## src/rtl/nexys_starship_repair_code.sv

```systemverilog
// Repair-challenge engine: issues a pseudo-random hex code to a broken room and
// judges the player's submissions against a try budget and a tick-based deadline.
module nexys_starship_repair_code #(
    parameter int TRIES   = 3,
    parameter int TIMEOUT = 10
) (
    input  logic       Clk,
    input  logic       Reset_n,
    input  logic       tick,
    input  logic       play_flag,
    input  logic       gameover_ctrl,
    input  logic       repair_req,
    input  logic       submit,
    input  logic [3:0] hex_combo,
    output logic [3:0] random_hex,
    output logic       challenge_valid,
    output logic       repair_ok,
    output logic       repair_fail,
    output logic [1:0] tries_left,
    output logic [3:0] time_left
);

    typedef enum logic [1:0] {
        IDLE,
        WAIT,
        OK,
        FAIL
    } state_t;

    localparam logic [1:0] TRIES_INIT = 2'(TRIES);
    localparam logic [3:0] TIME_INIT  = 4'(TIMEOUT);
    localparam logic [7:0] LFSR_SEED  = 8'hA5;

    state_t     state;
    logic [7:0] lfsr;

    logic       abort;
    logic       match;
    logic       miss;
    logic       tries_out;
    logic       time_out;
    logic [1:0] tries_next;
    logic [3:0] time_next;
    logic [3:0] capture_hex;

    // Taps 8,6,5,4 give a maximal-length sequence, so a nonzero seed never reaches zero.
    always_ff @(posedge Clk or negedge Reset_n) begin
        if (!Reset_n) begin
            lfsr <= LFSR_SEED;
        end else begin
            lfsr <= {lfsr[6:0], lfsr[7] ^ lfsr[5] ^ lfsr[4] ^ lfsr[3]};
        end
    end

    always_comb begin
        abort       = gameover_ctrl | ~play_flag;
        match       = (hex_combo == random_hex);
        miss        = submit & ~match;
        tries_out   = miss & (tries_left == 2'd1);
        time_out    = tick & (time_left == 4'd1);
        tries_next  = tries_left;
        time_next   = time_left;
        if (miss && tries_left != 2'd0) begin
            tries_next = tries_left - 2'd1;
        end
        if (tick && time_left != 4'd0) begin
            time_next = time_left - 4'd1;
        end
        // A challenge equal to the current switches would be solved for free.
        capture_hex = (lfsr[3:0] == hex_combo) ? (lfsr[3:0] ^ 4'hF) : lfsr[3:0];
    end

    always_ff @(posedge Clk or negedge Reset_n) begin
        if (!Reset_n) begin
            state           <= IDLE;
            random_hex      <= 4'h0;
            challenge_valid <= 1'b0;
            repair_ok       <= 1'b0;
            repair_fail     <= 1'b0;
            tries_left      <= 2'd0;
            time_left       <= 4'd0;
        end else begin
            repair_ok   <= 1'b0;
            repair_fail <= 1'b0;
            if (abort) begin
                state           <= IDLE;
                challenge_valid <= 1'b0;
                tries_left      <= 2'd0;
                time_left       <= 4'd0;
            end else begin
                case (state)
                    IDLE: begin
                        if (repair_req) begin
                            state           <= WAIT;
                            random_hex      <= capture_hex;
                            tries_left      <= TRIES_INIT;
                            time_left       <= TIME_INIT;
                            challenge_valid <= 1'b1;
                        end else begin
                            tries_left <= 2'd0;
                            time_left  <= 4'd0;
                        end
                    end
                    WAIT: begin
                        // A correct answer wins even if the deadline tick lands in the same cycle.
                        if (submit && match) begin
                            state           <= OK;
                            repair_ok       <= 1'b1;
                            challenge_valid <= 1'b0;
                        end else begin
                            tries_left <= tries_next;
                            time_left  <= time_next;
                            if (tries_out || time_out) begin
                                state           <= FAIL;
                                repair_fail     <= 1'b1;
                                challenge_valid <= 1'b0;
                            end
                        end
                    end
                    OK, FAIL: begin
                        state      <= IDLE;
                        tries_left <= 2'd0;
                        time_left  <= 4'd0;
                    end
                    default: begin
                        state <= IDLE;
                    end
                endcase
            end
        end
    end

endmodule

```

## config.mk

```make
export PLATFORM = sky130hd
export DESIGN_NAME = nexys_starship_repair_code
export DESIGN_NICKNAME = d
export VERILOG_FILES = /design/src/rtl/nexys_starship_repair_code.sv
export SDC_FILE = /design/constraint.sdc
export NUM_CORES = 1
export LEC_CHECK = 0
export ABC_AREA = 1
export CAP_MARGIN = 15
export CORE_MARGIN = 10
export CORE_UTILIZATION = 35
export DETAILED_ROUTE_END_ITERATION = 6
export PLACE_DENSITY_LB_ADDON = 0.25
export SYNTH_ARGS = -nofsm -noshare
export SYNTH_HDL_FRONTEND = slang
export SYNTH_SLANG_ARGS = --single-unit
export TNS_END_PERCENT = 20
```

## constraint.sdc

```tcl
create_clock -name Clk -period 1.25 [get_ports Clk]
set_input_delay 0.25 -clock Clk [delete_from_list [all_inputs] [get_ports Clk]]
set_output_delay 0.25 -clock Clk [all_outputs]
set_load 0.05 [all_outputs]
```

==> run metrics <==
status finished with violations; failing checks negative setup slack; actual slew at the worst max-slew pin about 0.25 ns; max-cap viol count 0; first-pass GRT wire length about 4800 um; Net count, final 202; dpl hpwl around 2200 um; Syn Nets 150; post-route cell area about 2000 sq um; CP Class register to register; vias in the first global route 1,096; relative slew slack a little over four fifths; largest net degree at the start of global routing 24; setup slack, reg-to-reg -0.06 ns; EDFF count, synth 0; Synth Area in Simple Gates 25.77%; n_diodes 0; grt ovf 0; CTS tree yes; site row count 21; fin. max-slew vios 0; grt peak-use layer met2; CTS buffer count 3; top cells by area, synth dfrtp_1 (39%), nand2_1 (9.2%), dfstp_2 (8.6%); Yosys top cell by area dfrtp_1; H-tree depth 1; largest family of logic cells by synthesized area simple AND/OR/NAND/NOR gates; mux cell area share after synthesis 0%; xor/xnor cell area share of the yosys netlist 8.589%; GRT met3 Usage 3.041%; crit path max fanout 5; Leakage ~0.9 nW; port buffer count 23; Die Y between 70 and 80 um; Detail Route Antenna Nets 0; Synth Flop Type dfrtp_1; Vias/cell 4.476; CP Capture Type register; min cycle time layout around 1.3 ns; Req. time, crit path roughly 1.5 ns; yosys warns 0; vias post-DR approximately 1,000; multi-input logic area approximately 650 sq um; register area approximately 600 sq um; r2r startpoint state[0]; fraction of registers with async set or reset after synthesis 100.0%; Die W roughly 79 um; Power per Cell Area 813.5 nW/um^2; fillers between 300 and 400; die area 6262 sq um; Max IR drop VDD between 0.7 and 0.8 mV; Post-Syn Area per Cell between 9 and 10 sq um; maximum operating frequency around 770 MHz; post-place setup slack -0.4088 ns; core area 3363 sq um; Arr. time, crit path 1.53 ns; Seq/Total Area, Yosys a little under half; most frequent cells in the layout nand2_1 (21), inv_1 (15), buf_12 (14), buf_4 (14); Yosys top cell area share 38.85%; GPL Wtd Cong between 0.8 and 0.9; Placed Instance Area 1818 sq um; hold_ws about 0.26 ns; Setup WS post-layout -0.05620 ns; DR pass1 iterations 4; DRT iter0 DRCs 23; I/O pins 24; period utilisation layout 104.5%; Wirelength per Cell 12.26 um; Critical Path Start state[0]; Clk pin slew, worst setup/hold paths around 0.13 ns; gr usage total a little under a tenth; unrepaired setup endpoints after global routing true; # clock sinks 23; WL final roughly 2800 um; synth unique cells 24; initial antenna violation count 0; later-pin clock latency in the skew report around 0.32 ns; layout cells sized above 1 between 40 and 50%; Clock Path Buffers 2; final hold viol count 0; CTS root buffer clkbuf_4; DRC 0; grt met2 use ~16%; met1 Resource Use GR 10.82%; Compound-Gate Fraction of Synth Area 6.851%; starting density of the core between 30 and 40%; Setup Skew 0.004375 ns; Startpoint Class register; most common cell after layout, fill and taps aside nand2_1; Final setup viols 12; Adder-Cell Fraction of Synth Area 5.112%; area growth from synthesis to layout 62.68%; Hold Path Class input port to asynchronous set/reset pin; Synth Register Bits 23; Synth Instances roughly 130; Syn Std Cell Area 1224 sq um
==> stage by stage <==
step | utilization (%) | power (mW) | TNS (ns) | instances
final | 59.19 | 1.619 | -0.2468 | 231
after global routing | 59.19 | 1.699 | -1.476 | 231
after CTS | 57.18 | 1.606 | -0.2865 | 230
after detailed placement | 54.06 | 1.231 | -5.093 | 223
after global placement | 54.06 | 1.224 | -4.665 | 223
after floorplan | - | 1.003 | -0.6574 | 134
==> power breakdown <==
part | switching [mW] | leakage [nW] | internal, mW | total (mW)
sequential | 0.0251 | 0.286 | 0.770 | 0.795
clock | 0.234 | 0.0177 | 0.120 | 0.354
combinational | 0.245 | 0.601 | 0.225 | 0.470
==> critical path, stage by stage (launching register included) <==
cell	delay, ns
dfrtp_2	0.46
inv_2	0.10
nor2_4	0.05
nand2_2	0.13
clkinv_4	0.11
nand2_4	0.08
inv_2	0.03
nand3_2	0.09
nand3_2	0.06
nand2_1	0.05
nand2_1	0.04
==> state kept, by name (all words and copies together) (netlist names) <==
signal           cells
repair_fail          1
tries_left           2
lfsr                 8
state                2
repair_ok            1
challenge_valid      1
random_hex           4
time_left            4
==> cells by family (layout without fill, tap and decap cells) <==
group,count (synthesis),after routing
buf+inv,19,70
compound gates,16,16
simple gates,59,59
xor+xnor,12,12
fa+ha+maj,5,5
flops,23,23
==> area by class of cell <==
class	instances	share of cell area, %
Clock buffer	3	1.131
Clock inverter	1	0.2514
Inverter	19	3.834
Multi-Input combinational cell	92	32.87
Sequential cell	23	29.79
Tap cell	46	2.891
Timing Repair Buffer	47	29.23
==> synth_stat cells (4+ instances only) <==
library cell  instances
dfrtp_1              19
o21ai_1               5
a21oi_1               4
nand3_1               5
nor2_1                8
dfstp_2               4
nand2_1              30
ha_1                  5
xor2_1                6
xnor2_1               6
o21ai_0               6
inv_1                16
==> timing repair <==
action	4_1_cts	5_1_grt
gates resized for setup	20	19
hold buffers	0	0
buffers inserted	4	1
pin swaps	3	5
setup endpoints to repair	20	21
==> metal layers <==
metal  part of all wire (%)  routed length, um  vias to the layer above
li1                       -                  -                      528
met1                     44               1243                      487
met2                     51               1444                       15
met3                    4.1                117                        4
met4                   0.95                 27                        0
met5                      0                  0                        -
==> worst paths after layout <==
| kind | end | cells after the start |
|---|---|---|
| min in group Clk | lfsr[7] | 0 |
| worst max-delay path | challenge_valid | 10 |
| worst min-delay path | random_hex[3] | 2 |
| worst min register to register | lfsr[7] | 0 |
| worst max register to register | challenge_valid | 10 |
| max in group asynchronous | lfsr[2] | 2 |
(Power assumes the default switching activity.)
